--- src/rtl/sdram_arbiter.sv ---
// sdram_arbiter: slot-based three-port SDRAM arbiter (video word reads,
// boot-loader byte writes, CPU byte reads/writes). One access per clkref
// slot. Fixed priority video > boot > cpu.
// Optional macro ARB_STARVE_EN: after two consecutive lost slots the CPU
// is forced to win the next slot. Undefined: strict priority.
`timescale 1ns/1ps
module sdram_arbiter #(
    parameter int SD_LAT = 8,
    parameter int ADDR_W = 23
) (
    input  logic              clk_sys,
    input  logic              reset_n,
    input  logic              clkref,
    input  logic              vid_req,
    input  logic [ADDR_W-1:0] vid_addr,
    output logic              vid_ack,
    output logic [15:0]       vid_data,
    input  logic              cpu_rd,
    input  logic              cpu_wr,
    input  logic [ADDR_W-1:0] cpu_addr,
    input  logic [7:0]        cpu_din,
    output logic              cpu_ack,
    output logic [7:0]        cpu_dout,
    input  logic              boot_wr,
    input  logic [ADDR_W-1:0] boot_addr,
    input  logic [7:0]        boot_din,
    output logic              boot_ack,
    output logic              sd_oe,
    output logic              sd_we,
    output logic [ADDR_W-1:0] sd_addr,
    output logic [7:0]        sd_din,
    input  logic [7:0]        sd_dout,
    input  logic [15:0]       sd_vdout,
    output logic              sd_vid
);

    typedef enum logic [1:0] {
        ST_IDLE = 2'd0,
        ST_CMD  = 2'd1,
        ST_WAIT = 2'd2,
        ST_DONE = 2'd3
    } state_t;

    typedef enum logic [1:0] {
        SRC_VID  = 2'd0,
        SRC_BOOT = 2'd1,
        SRC_CPU  = 2'd2
    } src_t;

    state_t            state_q, state_d;
    src_t              src_q, src_d;
    logic              wr_q, wr_d;
    logic [3:0]        cnt_q, cnt_d;
    logic              sd_oe_q, sd_oe_d;
    logic              sd_we_q, sd_we_d;
    logic [ADDR_W-1:0] sd_addr_q, sd_addr_d;
    logic [7:0]        sd_din_q, sd_din_d;
    logic              sd_vid_q, sd_vid_d;
    logic              vid_ack_q, vid_ack_d;
    logic              cpu_ack_q, cpu_ack_d;
    logic              boot_ack_q, boot_ack_d;
    logic [15:0]       vid_data_q, vid_data_d;
    logic [7:0]        cpu_dout_q, cpu_dout_d;

    // A requester whose ack is showing this cycle still holds its request
    // level; it must not be granted a second time on that stale level.
    logic vid_act_s, boot_act_s, cpu_act_s, any_req_s, grant_s;
    logic cnt_last_s, win_wr_s, starve_force_s;
    src_t win_s;

    assign vid_act_s  = vid_req & ~vid_ack_q;
    assign boot_act_s = boot_wr & ~boot_ack_q;
    assign cpu_act_s  = (cpu_rd | cpu_wr) & ~cpu_ack_q;
    assign any_req_s  = vid_act_s | boot_act_s | cpu_act_s;
    assign grant_s    = (state_q == ST_IDLE) & clkref & any_req_s;
    assign cnt_last_s = (cnt_q == 4'(SD_LAT - 2));

`ifdef ARB_STARVE_EN
    logic [1:0] starve_q, starve_d;
    assign starve_force_s = cpu_act_s & (starve_q == 2'd2);
`else
    assign starve_force_s = 1'b0;
`endif

    // Pick the slot winner: starvation override first, then fixed priority.
    always_comb begin
        win_s = SRC_CPU;
        if (starve_force_s) begin
            win_s = SRC_CPU;
        end else if (vid_act_s) begin
            win_s = SRC_VID;
        end else if (boot_act_s) begin
            win_s = SRC_BOOT;
        end else begin
            win_s = SRC_CPU;
        end
    end

    // Write/read decision for the winner; rd+wr together counts as a write.
    always_comb begin
        win_wr_s = 1'b0;
        case (win_s)
            SRC_BOOT: win_wr_s = 1'b1;
            SRC_CPU:  win_wr_s = cpu_wr;
            default:  win_wr_s = 1'b0;
        endcase
    end

    // FSM state register.
    always_ff @(posedge clk_sys or negedge reset_n) begin
        if (!reset_n) begin
            state_q <= ST_IDLE;
        end else begin
            state_q <= state_d;
        end
    end

    // FSM next-state logic.
    always_comb begin
        state_d = state_q;
        case (state_q)
            ST_IDLE: begin
                if (grant_s) begin
                    state_d = ST_CMD;
                end else begin
                    state_d = ST_IDLE;
                end
            end
            ST_CMD:  state_d = ST_WAIT;
            ST_WAIT: begin
                if (cnt_last_s) begin
                    state_d = ST_DONE;
                end else begin
                    state_d = ST_WAIT;
                end
            end
            ST_DONE: state_d = ST_IDLE;
            default: state_d = ST_IDLE;
        endcase
    end

    // Output/datapath next values; command strobes are set on the grant edge
    // so they are high exactly during the CMD cycle.
    always_comb begin
        sd_oe_d    = 1'b0;
        sd_we_d    = 1'b0;
        vid_ack_d  = 1'b0;
        cpu_ack_d  = 1'b0;
        boot_ack_d = 1'b0;
        sd_addr_d  = sd_addr_q;
        sd_din_d   = sd_din_q;
        sd_vid_d   = sd_vid_q;
        src_d      = src_q;
        wr_d       = wr_q;
        cnt_d      = cnt_q;
        vid_data_d = vid_data_q;
        cpu_dout_d = cpu_dout_q;
`ifdef ARB_STARVE_EN
        starve_d   = starve_q;
`endif
        case (state_q)
            ST_IDLE: begin
                if (grant_s) begin
                    sd_oe_d  = ~win_wr_s;
                    sd_we_d  = win_wr_s;
                    src_d    = win_s;
                    wr_d     = win_wr_s;
                    sd_vid_d = (win_s == SRC_VID);
                    case (win_s)
                        SRC_VID: begin
                            sd_addr_d = vid_addr;
                            sd_din_d  = 8'h00;
                        end
                        SRC_BOOT: begin
                            sd_addr_d = boot_addr;
                            sd_din_d  = boot_din;
                        end
                        SRC_CPU: begin
                            sd_addr_d = cpu_addr;
                            sd_din_d  = cpu_din;
                        end
                        default: begin
                            sd_addr_d = sd_addr_q;
                            sd_din_d  = sd_din_q;
                        end
                    endcase
`ifdef ARB_STARVE_EN
                    if (win_s == SRC_CPU) begin
                        starve_d = 2'd0;
                    end else if (cpu_act_s) begin
                        starve_d = starve_q + 2'd1;
                    end else begin
                        starve_d = 2'd0;
                    end
`endif
                end else begin
                    cnt_d = 4'd0;
                end
            end
            ST_CMD:  cnt_d = 4'd0;
            ST_WAIT: cnt_d = cnt_q + 4'd1;
            ST_DONE: begin
                case (src_q)
                    SRC_VID: begin
                        vid_ack_d = 1'b1;
                        if (!wr_q) begin
                            vid_data_d = sd_vdout;
                        end else begin
                            vid_data_d = vid_data_q;
                        end
                    end
                    SRC_BOOT: boot_ack_d = 1'b1;
                    SRC_CPU: begin
                        cpu_ack_d = 1'b1;
                        if (!wr_q) begin
                            cpu_dout_d = sd_dout;
                        end else begin
                            cpu_dout_d = cpu_dout_q;
                        end
                    end
                    default: cpu_ack_d = 1'b0;
                endcase
            end
            default: cnt_d = 4'd0;
        endcase
    end

    // Datapath and output registers; reset aborts any access in flight.
    always_ff @(posedge clk_sys or negedge reset_n) begin
        if (!reset_n) begin
            src_q      <= SRC_VID;
            wr_q       <= 1'b0;
            cnt_q      <= 4'd0;
            sd_oe_q    <= 1'b0;
            sd_we_q    <= 1'b0;
            sd_addr_q  <= '0;
            sd_din_q   <= 8'h00;
            sd_vid_q   <= 1'b0;
            vid_ack_q  <= 1'b0;
            cpu_ack_q  <= 1'b0;
            boot_ack_q <= 1'b0;
            vid_data_q <= 16'h0000;
            cpu_dout_q <= 8'h00;
`ifdef ARB_STARVE_EN
            starve_q   <= 2'd0;
`endif
        end else begin
            src_q      <= src_d;
            wr_q       <= wr_d;
            cnt_q      <= cnt_d;
            sd_oe_q    <= sd_oe_d;
            sd_we_q    <= sd_we_d;
            sd_addr_q  <= sd_addr_d;
            sd_din_q   <= sd_din_d;
            sd_vid_q   <= sd_vid_d;
            vid_ack_q  <= vid_ack_d;
            cpu_ack_q  <= cpu_ack_d;
            boot_ack_q <= boot_ack_d;
            vid_data_q <= vid_data_d;
            cpu_dout_q <= cpu_dout_d;
`ifdef ARB_STARVE_EN
            starve_q   <= starve_d;
`endif
        end
    end

    assign sd_oe    = sd_oe_q;
    assign sd_we    = sd_we_q;
    assign sd_addr  = sd_addr_q;
    assign sd_din   = sd_din_q;
    assign sd_vid   = sd_vid_q;
    assign vid_ack  = vid_ack_q;
    assign cpu_ack  = cpu_ack_q;
    assign boot_ack = boot_ack_q;
    assign vid_data = vid_data_q;
    assign cpu_dout = cpu_dout_q;

endmodule

--- config.mk ---
export PLATFORM = sky130hd
export DESIGN_NAME = sdram_arbiter
export DESIGN_NICKNAME = d
export VERILOG_FILES = /design/src/rtl/sdram_arbiter.sv
export SDC_FILE = /design/constraint.sdc
export NUM_CORES = 1
export LEC_CHECK = 0
export BUFFER_PORTS_ARGS = -buffer_cell sky130_fd_sc_hd__buf_2
export CAP_MARGIN = 20
export CORE_MARGIN = 3
export CORE_UTILIZATION = 48
export CTS_BUF_LIST = sky130_fd_sc_hd__clkbuf_16
export DETAILED_ROUTE_END_ITERATION = 6
export PLACE_DENSITY_LB_ADDON = 0.25
export SLEW_MARGIN = 20
export SYNTH_ARGS = -nofsm -noshare
export SYNTH_HDL_FRONTEND = slang
export SYNTH_SLANG_ARGS = --single-unit
--- constraint.sdc ---
create_clock -name clk_sys -period 5.28 [get_ports clk_sys]
set_input_delay 0.264 -clock clk_sys [delete_from_list [all_inputs] [get_ports clk_sys]]
set_output_delay 0.264 -clock clk_sys [all_outputs]
set_load 0.05 [all_outputs]
==> impl_results.rst, run 1 <==
.. list-table::
   :header-rows: 1

   * - Metric
     - Value
   * - Final TNS setup
     - 0 ns
   * - Critical Path Sink Type
     - flip-flop
   * - Tightest slew margin relative to the limit
     - 34.4%
   * - Number of nets in the layout
     - 570
   * - Cell at the slowest stage of the critical path
     - sky130_fd_sc_hd__o31ai_4
   * - Cell family contributing the most delay on the critical path
     - compound AO/OA/AOI/OAI gates
   * - Number of hold buffers added after CTS
     - 0
   * - Multi-input gate area
     - approximately 1400 µm²
   * - Routed length per placed instance
     - about 15 µm
   * - Total power
     - roughly 0.0029 W
   * - Share of synthesized flip-flops with an asynchronous set or reset
     - 100%
   * - Crit-path max cell delay
     - about 0.7 ns
   * - Number of fillers in the final layout
     - between 500 and 600
   * - Starting DRC count in detailed routing
     - 70
   * - M3 GR Usage
     - 6.82%
   * - Overflow left after global routing
     - 0
   * - Share of the clock period used by the worst path after layout
     - ~42%
   * - Minimum clock period
     - 2.22 ns
   * - Router iterations before antenna repair
     - 4
   * - Share of post-route cells with drive strength above 1
     - approximately 50%
   * - Combined buffer and inverter count along the critical path
     - 1
   * - Count of port buffers added during placement
     - between 150 and 200
   * - Flop-to-flop setup slack
     - 3.06 ns
   * - Number of cells upsized or downsized after cts
     - 0
   * - Row cnt
     - 29
   * - Clock latency reported for the late side of the worst-skew pair
     - approximately 0.32 ns
   * - Cell variety after synth
     - 34
   * - Register Area
     - between 1500 and 2000 µm²
   * - Leakage power summed over all cells
     - 2.45 nW
   * - Depth of the CTS H-tree
     - 3
   * - Count leader, synth
     - sky130_fd_sc_hd__dfrtp_1
   * - Area of the core
     - between 6000 and 7000 µm²
   * - Setup crit start kind
     - flip-flop
   * - Worst path required time
     - ~5.5 ns
   * - Number of placed cells counting well taps
     - ~500
   * - Power Dens Cells
     - 644 nW/µm²
   * - Starting density of the core
     - between 50% and 60%
   * - Post-synth EDFFs
     - 0
   * - Post-synthesis sequential element count
     - 70
   * - Class of the tightest hold or removal check
     - input pin to async pin
   * - Number of instances in the synthesized netlist
     - 278
   * - Remaining antenna violation count after routing
     - 0
   * - Post-route worst hold slack
     - approximately 0.14 ns
   * - Crit-path cells
     - nor2b_1 -> o31ai_4 -> buf_4 -> a211oi_1 -> a21o_1
   * - WP depth
     - 5
   * - Clock tree from TritonCTS
     - yes
   * - Type of the worst setup path
     - flip-flop to flip-flop
   * - Antenna Cells
     - 0
   * - First-pass GRT wire length
     - about 12000 µm
   * - Sequential element share of the synthesized area
     - a little over half
   * - Number of endpoints with negative hold slack in the final report
     - 0
   * - DRC violations left
     - 0
   * - Area of the die
     - 7920 µm²
   * - Highest achievable clock rate
     - 0.450 GHz
   * - Transition time of the tightest slew-check pin
     - ~1 ns
   * - Total clock sinks
     - 70
   * - Fraction of met1 tracks used by global routing
     - around a quarter
   * - Post-synth top area share
     - a little over half
   * - GRT met2 Usage
     - between 30% and 40%
   * - Total wire length
     - ~8000 µm
   * - Area contributors post-synth
     - sky130_fd_sc_hd__dfrtp_1 (53%), sky130_fd_sc_hd__mux2i_1 (9.4%), sky130_fd_sc_hd__mux2_2 (8.2%)
   * - Post-Synthesis Net Count
     - around 400
   * - Synthesis-to-finish area growth
     - 35.6%
   * - Number of antenna violations at the first check in global routing
     - 0
   * - Weighted congestion at the end of routability-driven global placement
     - about 0.78
   * - Mean cell area of the mapped netlist
     - approximately 12 µm²
   * - Synth Cell Area
     - 3310 µm²
   * - Worst Reg2Reg Path Length in Cells
     - 5
   * - Post-route clock skew
     - between 0.005 and 0.006 ns
   * - Die H
     - between 80 and 90 µm
   * - Number of buffers on the longest clock path
     - 2
   * - Unrepaired setup endpoints after global routing
     - no
   * - Total vias in the final route
     - 2802
   * - Crit-path max FO
     - 46
   * - Maximum number of pins on one net before global-route repair
     - 71
   * - Via density per instance
     - between 5 and 6
   * - Clock transition time at the flip-flop clock pins of the worst setup and hold paths
     - 0.05 ns
   * - Final non-filler cell total
     - 531
   * - Chip width
     - 89.0 µm
   * - Main flop type after synthesis
     - sky130_fd_sc_hd__dfrtp_1
   * - Number of warnings reported in the yosys synthesis log
     - 0
   * - Cell accounting for the most synthesized area
     - sky130_fd_sc_hd__dfrtp_1
   * - Setup violation total in the final timing report
     - 0
   * - Layer with the highest usage after global routing
     - met2
   * - Via count of the first global-routing pass
     - around 2600
   * - # Max-Cap Violations
     - 0
   * - Max Slew Vio Count
     - 0
   * - CTS Root Cell
     - sky130_fd_sc_hd__clkbuf_16
   * - All-layer global routing usage
     - between 15 and 20%
   * - Synth top cells by count
     - sky130_fd_sc_hd__dfrtp_1 (70), sky130_fd_sc_hd__mux2i_1 (31), sky130_fd_sc_hd__a21o_1 (25), sky130_fd_sc_hd__nor2_1 (25), sky130_fd_sc_hd__mux2_2 (24)
   * - Number of buffers created by CTS
     - 9
   * - Outcome
     - finished clean
   * - Critical path arrival
     - 2.43 ns
   * - Count of boundary I/O pins
     - 177
   * - Post-CTS setup buffers
     - 0
   * - Placed wire-length estimate after detailed placement
     - 6020 µm
   * - VDD IR-drop max
     - 0.437 mV
==> cells by family after synthesis <==
group / after synthesis / synth area share [%]
AOI/OAI and AO/OA: 73 / 16.6
DFF: 70 / 53.0
muxes: 55 / 17.5
and+or+nand+nor: 51 / 7.49
buffers and inverters: 24 / 3.55
adders and majority gates: 5 / 1.89
==> power breakdown <==
group	switching [W]	total, W	internal (W)
clock	0.000219	0.000532	0.000313
combinational	0.00106	0.00146	0.000401
sequential	0.000129	0.000897	0.000768
==> stage by stage <==
step | area (µm²) | util [%] | worst slack, ns
after floorplan | 3310 | - | 3.51
after global placement | 4220 | 64.6 | 2.99
after detailed placement | 4220 | 64.6 | 2.94
after CTS | 4490 | 68.7 | 3.03
after global routing | 4490 | 68.7 | 2.78
final | 4490 | 68.7 | 3.06
==> state kept, by name (all words and copies together) (netlist names), 2 cells and up <==
name,flops
cnt_q,4
src_q,2
sd_addr,23
state_q,2
sd_din,8
cpu_dout,8
vid_data,16
==> cells in the final DEF, fill, tap and decap left out, types with 2 or more instances in the layout <==
| cell type | count |
|---|---|
| sky130_fd_sc_hd__mux2i_1 | 31 |
| sky130_fd_sc_hd__inv_1 | 4 |
| sky130_fd_sc_hd__dfrtp_1 | 70 |
| sky130_fd_sc_hd__nor2b_1 | 3 |
| sky130_fd_sc_hd__nor2_1 | 25 |
| sky130_fd_sc_hd__o21ai_0 | 8 |
| sky130_fd_sc_hd__a21o_1 | 25 |
| sky130_fd_sc_hd__buf_2 | 176 |
| sky130_fd_sc_hd__a211oi_1 | 23 |
| sky130_fd_sc_hd__clkinv_2 | 3 |
| sky130_fd_sc_hd__buf_4 | 3 |
| sky130_fd_sc_hd__o31ai_1 | 9 |
| sky130_fd_sc_hd__ha_1 | 5 |
| sky130_fd_sc_hd__clkbuf_16 | 9 |
| sky130_fd_sc_hd__nand2_1 | 11 |
| sky130_fd_sc_hd__mux2_2 | 24 |
| sky130_fd_sc_hd__clkinvlp_4 | 3 |
| sky130_fd_sc_hd__nor3b_1 | 2 |
==> metal layers <==
layer  vias to the layer above  routed length (µm)
met1                      1329                3310
met4                         0                 102
met3                         9                 751
met5                         -                   0
li1                       1350                   -
met2                       114                3910
==> layout make-up <==
class | count | area share, %
clock inverters | 7 | 0.921
well taps | 77 | 2.15
repair buffers | 179 | 20.1
flip-flops and latches | 70 | 39.1
clock buffers | 9 | 5.02
multi-input cells | 184 | 32.3
inverters | 5 | 0.418
==> worst paths after layout <==
path                                         start                       end
max reg2reg                      vid_ack$_DFF_PN0_    sd_addr[1]$_DFFE_PN0P_
min                                        reset_n   sd_addr[21]$_DFFE_PN0P_
min in group clk_sys                  sd_vdout[13]  vid_data[13]$_DFFE_PN0P_
max in group asynchronous                  reset_n      cnt_q[1]$_DFFE_PN0P_
max                              vid_ack$_DFF_PN0_    sd_addr[1]$_DFFE_PN0P_
min reg2reg                sd_addr[11]$_DFFE_PN0P_   sd_addr[11]$_DFFE_PN0P_
Power figures use the tool's default switching activity.
==> run 2: changes to the inputs <==
--- a/config.mk
+++ b/config.mk
@@ -5,10 +5,11 @@
 export SDC_FILE = /design/constraint.sdc
 export NUM_CORES = 1
 export LEC_CHECK = 0
+export ABC_AREA = 1
 export BUFFER_PORTS_ARGS = -buffer_cell sky130_fd_sc_hd__buf_2
 export CAP_MARGIN = 20
 export CORE_MARGIN = 3
-export CORE_UTILIZATION = 48
+export CORE_UTILIZATION = 41
 export CTS_BUF_LIST = sky130_fd_sc_hd__clkbuf_16
 export DETAILED_ROUTE_END_ITERATION = 6
 export PLACE_DENSITY_LB_ADDON = 0.25
==> constraint.sdc (replaced) <==
create_clock -name clk_sys -period 1.99 [get_ports clk_sys]
set_input_delay 0.0995 -clock clk_sys [delete_from_list [all_inputs] [get_ports clk_sys]]
set_output_delay 0.0995 -clock clk_sys [all_outputs]
set_load 0.05 [all_outputs]
==> run 2 against run 1 <==
Against the previous run:
- total power grew to 2.9 times the previous value
- wire length is 25% higher
- synthesized cell count is 58% higher
- sequential power grew to 2.7 times the previous value
- sequential share of layout area is 1.6 points lower
- final cell count is 36% higher
- first-iteration DRC count is 110% higher
- core utilization is 9.7 points lower
- global-route usage is 1.1 points higher
- flip-flop and latch count stayed put
- cell area is 4.2% higher
==> impl_results.rst, run 2 <==
.. list-table::
   :header-rows: 1

   * - Metric
     - Value
   * - Outcome
     - finished clean
   * - Power Dens Cells
     - roughly 1800 nW/µm²
   * - Die H
     - approximately 100 µm
   * - Total power
     - 0.00830 W
   * - Area of the die
     - 9490 µm²
   * - Row cnt
     - 32
   * - Router iterations before antenna repair
     - 5
   * - Final TNS setup
     - 0 ns
   * - Placed wire-length estimate after detailed placement
     - slightly above 7000 µm
   * - Crit-path max cell delay
     - 0.36 ns
   * - Sequential element share of the synthesized area
     - between 50% and 60%
   * - Finished Cell Area
     - 4670 µm²
   * - Post-synth EDFFs
     - 0
   * - Via density per instance
     - roughly 4.9
   * - Clock tree from TritonCTS
     - yes
   * - Part of the total power dissipated in combinational logic
     - approximately 52%
   * - Count of port buffers added during placement
     - around 180
   * - Number of fillers in the final layout
     - around 740
   * - All-layer global routing usage
     - about a fifth
   * - Cell at the slowest stage of the critical path
     - sky130_fd_sc_hd__buf_4
   * - Post-Synthesis Net Count
     - between 500 and 600
   * - Post-synthesis sequential element count
     - 70
   * - Cell variety after synth
     - 25
   * - Critical path arrival
     - around 2.0 ns
   * - Share of the clock period used by the worst path after layout
     - approximately 92%
   * - Cell accounting for the most synthesized area
     - sky130_fd_sc_hd__dfrtp_1
   * - Flop-to-flop setup slack
     - around 0.16 ns
   * - Area of the core
     - approximately 8000 µm²
   * - Leading cell type in the layout, fill and taps excluded
     - sky130_fd_sc_hd__nand2_1
   * - Clock latency reported for the late side of the worst-skew pair
     - ~0.32 ns
   * - Part of the power in the clock network
     - a little under a fifth
   * - Cell occurring most often along the worst timing path
     - sky130_fd_sc_hd__nand2_2
   * - Net switching power
     - approximately 0.0043 W
   * - Combined buffer and inverter count along the critical path
     - 3
   * - Overflow left after global routing
     - 0
   * - Main flop type after synthesis
     - sky130_fd_sc_hd__dfrtp_1
   * - Number of antenna violations at the first check in global routing
     - 0
   * - Net Sw Frac
     - approximately half
   * - Startpoint of the worst-slack reg-to-reg timing path
     - boot_ack$_DFF_PN0_
   * - Total clock sinks
     - 70
   * - Cell-internal power
     - about 0.0040 W
   * - Crit-path cells
     - inv_1 -> nand2_2 -> buf_4 -> nand2_2 -> nand2_2 -> nand2_4 -> inv_6 -> o21ai_0
   * - Multi-input gate area
     - 1480 µm²
   * - Number of endpoints with negative hold slack in the final report
     - 0
   * - Routed length per placed instance
     - 14.0 µm
   * - Layer with the highest usage after global routing
     - met2
   * - Synthesis-to-finish area growth
     - 36.4%
   * - Highest-count cells in the layout ignoring fill and taps
     - sky130_fd_sc_hd__nand2_1 (218), sky130_fd_sc_hd__buf_2 (175), sky130_fd_sc_hd__nand3_1 (80)
   * - M3 GR Usage
     - under 10%
   * - Worst path required time
     - about 2.2 ns
   * - VDD IR-drop max
     - between 1 and 1.5 mV
   * - Remaining antenna violation count after routing
     - 0
   * - Share of post-route cells with drive strength above 1
     - roughly 34%
   * - Total wire length
     - 10100 µm
   * - Synth top cells by count
     - sky130_fd_sc_hd__nand2_1 (218), sky130_fd_sc_hd__nand3_1 (80), sky130_fd_sc_hd__dfrtp_1 (70), sky130_fd_sc_hd__inv_1 (14), sky130_fd_sc_hd__buf_2 (12)
   * - Clock transition time at the flip-flop clock pins of the worst setup and hold paths
     - around 0.060 ns
   * - Count leader, synth
     - sky130_fd_sc_hd__nand2_1
   * - Number of nets in the layout
     - between 700 and 800
   * - Count of boundary I/O pins
     - about 180
   * - Fraction of met1 tracks used by global routing
     - a little over a quarter
   * - Chip width
     - just under 100 µm
   * - Worst Reg2Reg Path Length in Cells
     - 8
   * - Mean cell area of the mapped netlist
     - roughly 7.8 µm²
   * - GRT met2 Usage
     - 36.3%
   * - Number of instances in the synthesized netlist
     - ~440
   * - Post-synth top area share
     - about half
   * - Share of synthesized flip-flops with an asynchronous set or reset
     - 100%
   * - # Max-Cap Violations
     - 0
   * - Number of buffers on the longest clock path
     - 2
   * - Cell family contributing the most delay on the critical path
     - buffers and inverters
   * - Power share of the sequential group
     - 29.3%
   * - Via count of the first global-routing pass
     - 3465
   * - Antenna Cells
     - 0
   * - Weighted congestion at the end of routability-driven global placement
     - 0.938
   * - WP depth
     - 8
   * - Placed Area
     - 4360 µm²
   * - Post-route clock skew
     - just over 0.007 ns
   * - DRC violations left
     - 0
   * - Starting density of the core
     - between 40% and 50%
   * - Maximum number of pins on one net before global-route repair
     - slightly above 70
   * - Number of warnings reported in the yosys synthesis log
     - 0
   * - Highest achievable clock rate
     - 0.547 GHz
   * - Depth of the CTS H-tree
     - 3
   * - Critical Path Sink Type
     - flip-flop
   * - Class of the tightest hold or removal check
     - input pin to flip-flop
   * - Crit-path max FO
     - 35
   * - Unrepaired setup endpoints after global routing
     - no
   * - Total vias in the final route
     - 3508
   * - Largest register FFs
     - 23
   * - First-pass GRT wire length
     - around 16000 µm
   * - Starting DRC count in detailed routing
     - 145
   * - Number of buffers created by CTS
     - 9
   * - Register Area
     - about 1800 µm²
   * - Worst Min Path Start
     - sd_vdout[7]
   * - Synth Cell Area
     - 3430 µm²
   * - Type of the worst setup path
     - flip-flop to flip-flop
   * - Minimum clock period
     - about 1.8 ns
   * - Setup violation total in the final timing report
     - 0
   * - Leakage power summed over all cells
     - 2.72 nW
   * - Start point of the critical path
     - boot_ack$_DFF_PN0_
   * - CTS Root Cell
     - sky130_fd_sc_hd__clkbuf_16
   * - Max Slew Vio Count
     - 0
   * - Area contributors post-synth
     - sky130_fd_sc_hd__dfrtp_1 (51%), sky130_fd_sc_hd__nand2_1 (24%), sky130_fd_sc_hd__nand3_1 (12%)
   * - Transition time of the tightest slew-check pin
     - slightly below 0.9 ns
   * - Tightest slew margin relative to the limit
     - between 40 and 50%
   * - Reg2reg end
     - sd_vid$_DFFE_PN0P_
   * - Worst setup path end
     - sd_vid$_DFFE_PN0P_
   * - Setup crit start kind
     - flip-flop
-- run 2: kinds of logic (layout without fill, tap and decap cells) --
group,after synthesis,count (layout),synth area share (%)
AND/OR/NAND/NOR,315,315,39.5
XOR/XNOR,1,1,0.256
adder cells (fa/ha/maj),5,5,1.83
AO/OA/AOI/OAI,10,10,1.46
flip-flops,70,70,51.1
buffers and inverters,38,217,5.84
-- run 2: final cells by class --
class / instances / area share, %
inverter: 17 / 1.47
clock inverter: 7 / 1.58
sequential: 70 / 37.5
clock buffer: 9 / 4.82
multi-input combinational: 331 / 31.7
tap: 102 / 2.73
timing repair buffer: 184 / 20.2
-- run 2: repair_timing --
item                                    CTS  global route
gates resized for setup                   0             1
endpoints found under the hold margin    70             0
hold buffers                              1             0
setup buffers                             0             0
endpoints found under the setup margin    0             4
-- run 2: how the worst min path moves through the flow --
stage	end	slack, ns	depth (start not counted)
5_1_grt	cpu_dout[7]$_DFFE_PN0P_	0.01	3
6_report	vid_data[7]$_DFFE_PN0P_	0.006	3
3_5_place_dp	sd_addr[13]$_DFFE_PN0P_	0.28	1
2_1_floorplan	boot_ack$_DFF_PN0_	-0.20	0
4_1_cts	vid_data[10]$_DFFE_PN0P_	0.0001	3
3_3_place_gp	sd_addr[13]$_DFFE_PN0P_	0.27	1
-- run 2: metrics by stage --
step / setup WS, ns / util [%] / std cells / hold WS, ns
floorplan: 0.520 / - / 439 / -0.196
global placement: 0.241 / 55.0 / 703 / 0.271
detailed placement: 0.142 / 55.0 / 703 / 0.275
CTS: 0.123 / 58.9 / 720 / 0.000147
global route: 0.00252 / 58.9 / 720 / 0.0115
finish: 0.163 / 58.9 / 720 / 0.00571
-- run 2: worst min-delay path, stage by stage --
cell and delay (ns):
sky130_fd_sc_hd__buf_2 0.07, sky130_fd_sc_hd__nand3_1 0.06, sky130_fd_sc_hd__nand2_1 0.06
-- run 2: power by group through the flow --
stage                     sequential, W  clock, W  combinational [W]
after floorplan                 0.00442         0            0.00128
after global placement          0.00244         0            0.00425
after detailed placement        0.00245         0            0.00431
after CTS                       0.00243   0.00162            0.00432
after global routing            0.00251   0.00168            0.00460
final                           0.00243   0.00159            0.00428
-- run 2: layer usage --
layer	routed length, µm	vias to the layer above
met5	0	-
met4	72	0
met3	829	5
met2	5000	141
met1	4150	1620
li1	-	1742
==> run 3: changes to the inputs <==
--- a/config.mk
+++ b/config.mk
@@ -5,12 +5,10 @@
 export SDC_FILE = /design/constraint.sdc
 export NUM_CORES = 1
 export LEC_CHECK = 0
-export ABC_AREA = 1
 export BUFFER_PORTS_ARGS = -buffer_cell sky130_fd_sc_hd__buf_2
 export CAP_MARGIN = 20
 export CORE_MARGIN = 3
 export CORE_UTILIZATION = 41
-export CTS_BUF_LIST = sky130_fd_sc_hd__clkbuf_16
 export DETAILED_ROUTE_END_ITERATION = 6
 export PLACE_DENSITY_LB_ADDON = 0.25
 export SLEW_MARGIN = 20
==> run 3 against run 2 <==
Against the previous run:
- cell area is 2.4% higher
- wire length shrank 16%
- flip-flop and latch count did not move
- sequential share of layout area decreased by 0.87 points
- largest power group unchanged
- first-iteration DRC count shrank 44%
- largest cell class unchanged
- global-route usage fell by 2.7 points
- total power decreased by 8.1%
- sequential power decreased by 2%
- final cell count down 19%
==> impl_results.rst, run 3 (synthesis gave the netlist of run 1 again) <==
.. list-table::
   :header-rows: 1

   * - Metric
     - Value
   * - Total vias in the final route
     - roughly 2800
   * - Via count of the first global-routing pass
     - around 2700
   * - Minimum clock period
     - ~1.8 ns
   * - CTS Root Cell
     - sky130_fd_sc_hd__clkbuf_8
   * - Max Slew Vio Count
     - 0
   * - Count of boundary I/O pins
     - 177
   * - Antenna Cells
     - 0
   * - Placed wire-length estimate after detailed placement
     - ~6200 µm
   * - Crit-path cells
     - ha_1 -> inv_2 -> nor3b_1 -> nor2b_1 -> buf_4 -> mux2_2
   * - Post-CTS setup buffers
     - 0
   * - Total clock sinks
     - 70
   * - Leakage power summed over all cells
     - 2.58 nW
   * - Synthesis-to-finish area growth
     - 44.6%
   * - Crit-path max FO
     - 8
   * - Power Dens Cells
     - ~1600 nW/µm²
   * - Row cnt
     - 32
   * - Net Sw Frac
     - 49.1%
   * - Area of the die
     - roughly 9200 µm²
   * - Routed length per placed instance
     - 14.4 µm
   * - Number of endpoints with negative hold slack in the final report
     - 0
   * - Critical path arrival
     - between 2 and 2.5 ns
   * - DRC violations left
     - 0
   * - Number of nets in the layout
     - 600
   * - Post-route clock skew
     - between 0.008 and 0.009 ns
   * - Part of the power in the clock network
     - 16.7%
   * - Start point of the critical path
     - state_q[1]$_DFF_PN0_
   * - # Max-Cap Violations
     - 0
   * - Cell-internal power
     - slightly below 0.004 W
   * - Setup crit start kind
     - flip-flop
   * - Net switching power
     - 0.00375 W
   * - Clock tree from TritonCTS
     - yes
   * - Share of post-route cells with drive strength above 1
     - between 40% and 50%
   * - Count of port buffers added during placement
     - around 180
   * - VDD IR-drop max
     - between 0.9 and 1 mV
   * - Startpoint of the worst-slack reg-to-reg timing path
     - state_q[1]$_DFF_PN0_
   * - Final TNS setup
     - 0 ns
   * - Weighted congestion at the end of routability-driven global placement
     - ~0.83
   * - Maximum number of pins on one net before global-route repair
     - 55
   * - Starting DRC count in detailed routing
     - 81
   * - Remaining antenna violation count after routing
     - 0
   * - Total power
     - about 0.0076 W
   * - Reg2reg end
     - cpu_dout[7]$_DFFE_PN0P_
   * - Overflow left after global routing
     - 0
   * - Worst path required time
     - approximately 2.2 ns
   * - First-pass GRT wire length
     - 13000 µm
   * - Share of the clock period used by the worst path after layout
     - 90.7%
   * - All-layer global routing usage
     - a little under a fifth
   * - Type of the worst setup path
     - flip-flop to flip-flop
   * - Number of hold buffers added after CTS
     - 23
   * - Clock latency reported for the late side of the worst-skew pair
     - about 0.33 ns
   * - Setup violation total in the final timing report
     - 0
   * - Number of buffers on the longest clock path
     - 2
   * - Largest register FFs
     - 23
   * - Cell at the slowest stage of the critical path
     - sky130_fd_sc_hd__dfrtp_1
   * - Total wire length
     - approximately 8500 µm
   * - Number of cells upsized or downsized after cts
     - 0
   * - Starting density of the core
     - around 43%
   * - Post-route worst hold slack
     - approximately 0.021 ns
   * - Highest-count cells in the layout ignoring fill and taps
     - sky130_fd_sc_hd__buf_2 (175), sky130_fd_sc_hd__dfrtp_1 (70), sky130_fd_sc_hd__mux2i_1 (31)
   * - Depth of the CTS H-tree
     - 3
   * - Number of antenna violations at the first check in global routing
     - 0
   * - Number of buffers created by CTS
     - 9
   * - Worst Reg2Reg Path Length in Cells
     - 6
   * - Power share of the sequential group
     - ~31%
   * - Router iterations before antenna repair
     - 4
   * - Crit-path max cell delay
     - about 0.38 ns
   * - Clock transition time at the flip-flop clock pins of the worst setup and hold paths
     - roughly 0.080 ns
   * - Unrepaired setup endpoints after global routing
     - no
   * - Hold-critical path depth
     - 2
   * - Area of the core
     - between 7000 and 8000 µm²
   * - Die H
     - 95.8 µm
   * - Highest achievable clock rate
     - ~0.55 GHz
   * - Worst Slack Setup Final
     - 0.186 ns
   * - Part of the total power dissipated in combinational logic
     - between 50% and 60%
   * - Critical Path Sink Type
     - flip-flop
   * - Worst setup timing slack at the placement stage
     - between 0.15 and 0.2 ns
   * - Tightest slew margin relative to the limit
     - 65.5%
   * - Chip width
     - 95.8 µm
   * - Sink of the worst hold path
     - cpu_dout[2]$_DFFE_PN0P_
   * - Worst Min Path Start
     - sd_dout[2]
   * - Flop-to-flop setup slack
     - between 0.15 and 0.2 ns
   * - Class of the tightest hold or removal check
     - input pin to flip-flop
   * - Transition time of the tightest slew-check pin
     - 0.517 ns
   * - Via density per instance
     - about 4.8
   * - Leading cell type in the layout, fill and taps excluded
     - sky130_fd_sc_hd__buf_2
   * - Outcome
     - finished clean
run 3: cell types whose count changed in the layout (fill, tap and decap cells not counted), moves of 10 or more:
cell / before / now
sky130_fd_sc_hd__a211oi_1: 0 / 23
sky130_fd_sc_hd__a21o_1: 0 / 25
sky130_fd_sc_hd__dlygate4sd3_1: 1 / 24
sky130_fd_sc_hd__inv_1: 14 / 4
sky130_fd_sc_hd__mux2_2: 0 / 24
sky130_fd_sc_hd__mux2i_1: 0 / 31
sky130_fd_sc_hd__nand2_1: 218 / 11
sky130_fd_sc_hd__nand3_1: 80 / 1
sky130_fd_sc_hd__nor2_1: 2 / 25
run 3: worst max-delay path: cells and delay by family (launching register included):
kind | cells | cell delay (ns)
multiplexers | 1 | 0.34
buffers and inverters | 2 | 0.29
flip-flops | 1 | 0.38
AND/OR/NAND/NOR | 2 | 0.42
adder cells (fa/ha/maj) | 1 | 0.26
run 3: how the worst max path moves through the flow:
stage	to	slack [ns]	cells after the start
final	cpu_dout[7]$_DFFE_PN0P_	0.19	6
after global routing	cpu_dout[2]$_DFFE_PN0P_	0.04	6
after CTS	cpu_dout[1]$_DFFE_PN0P_	0.18	6
after detailed placement	cpu_dout[1]$_DFFE_PN0P_	0.17	6
after global placement	sd_addr[1]$_DFFE_PN0P_	0.28	7
after floorplan	sd_addr[14]$_DFFE_PN0P_	0.22	5
run 3: routing by layer:
metal / up-vias / GRT usage (%) / routed length [µm]
li1: 1410 / - / -
met1: 1324 / 23.1 / 3560
met3: 12 / 3.52 / 396
met5: - / 0 / 0
met4: 0 / 6.99 / 134
met2: 81 / 31.2 / 4360
run 3: power groups by stage:
stage	Sequential (W)	Combinational (W)	Clock (W)
final	0.00239	0.00397	0.00127
after global routing	0.00248	0.00420	0.00136
after CTS	0.00239	0.00400	0.00130
after detailed placement	0.00241	0.00397	0
after global placement	0.00239	0.00390	0
after floorplan	0.00430	0.00105	0
run 3: through the flow:
step	instance area [µm²]	utilization [%]	instances
finish	4780	61.6	586
global route	4780	61.6	586
CTS	4770	61.5	585
detailed placement	4320	55.7	546
global placement	4320	55.7	546
floorplan	3310	-	278
run 3: cell type report:
cell class,count,area [µm²]
Clock buffer,9,124
Tap cell,102,128
Multi-Input combinational cell,184,1450
Inverter,5,18.8
Sequential cell,70,1750
Timing Repair Buffer,209,1220
Clock inverter,7,96.3
Fill cell,697,2980
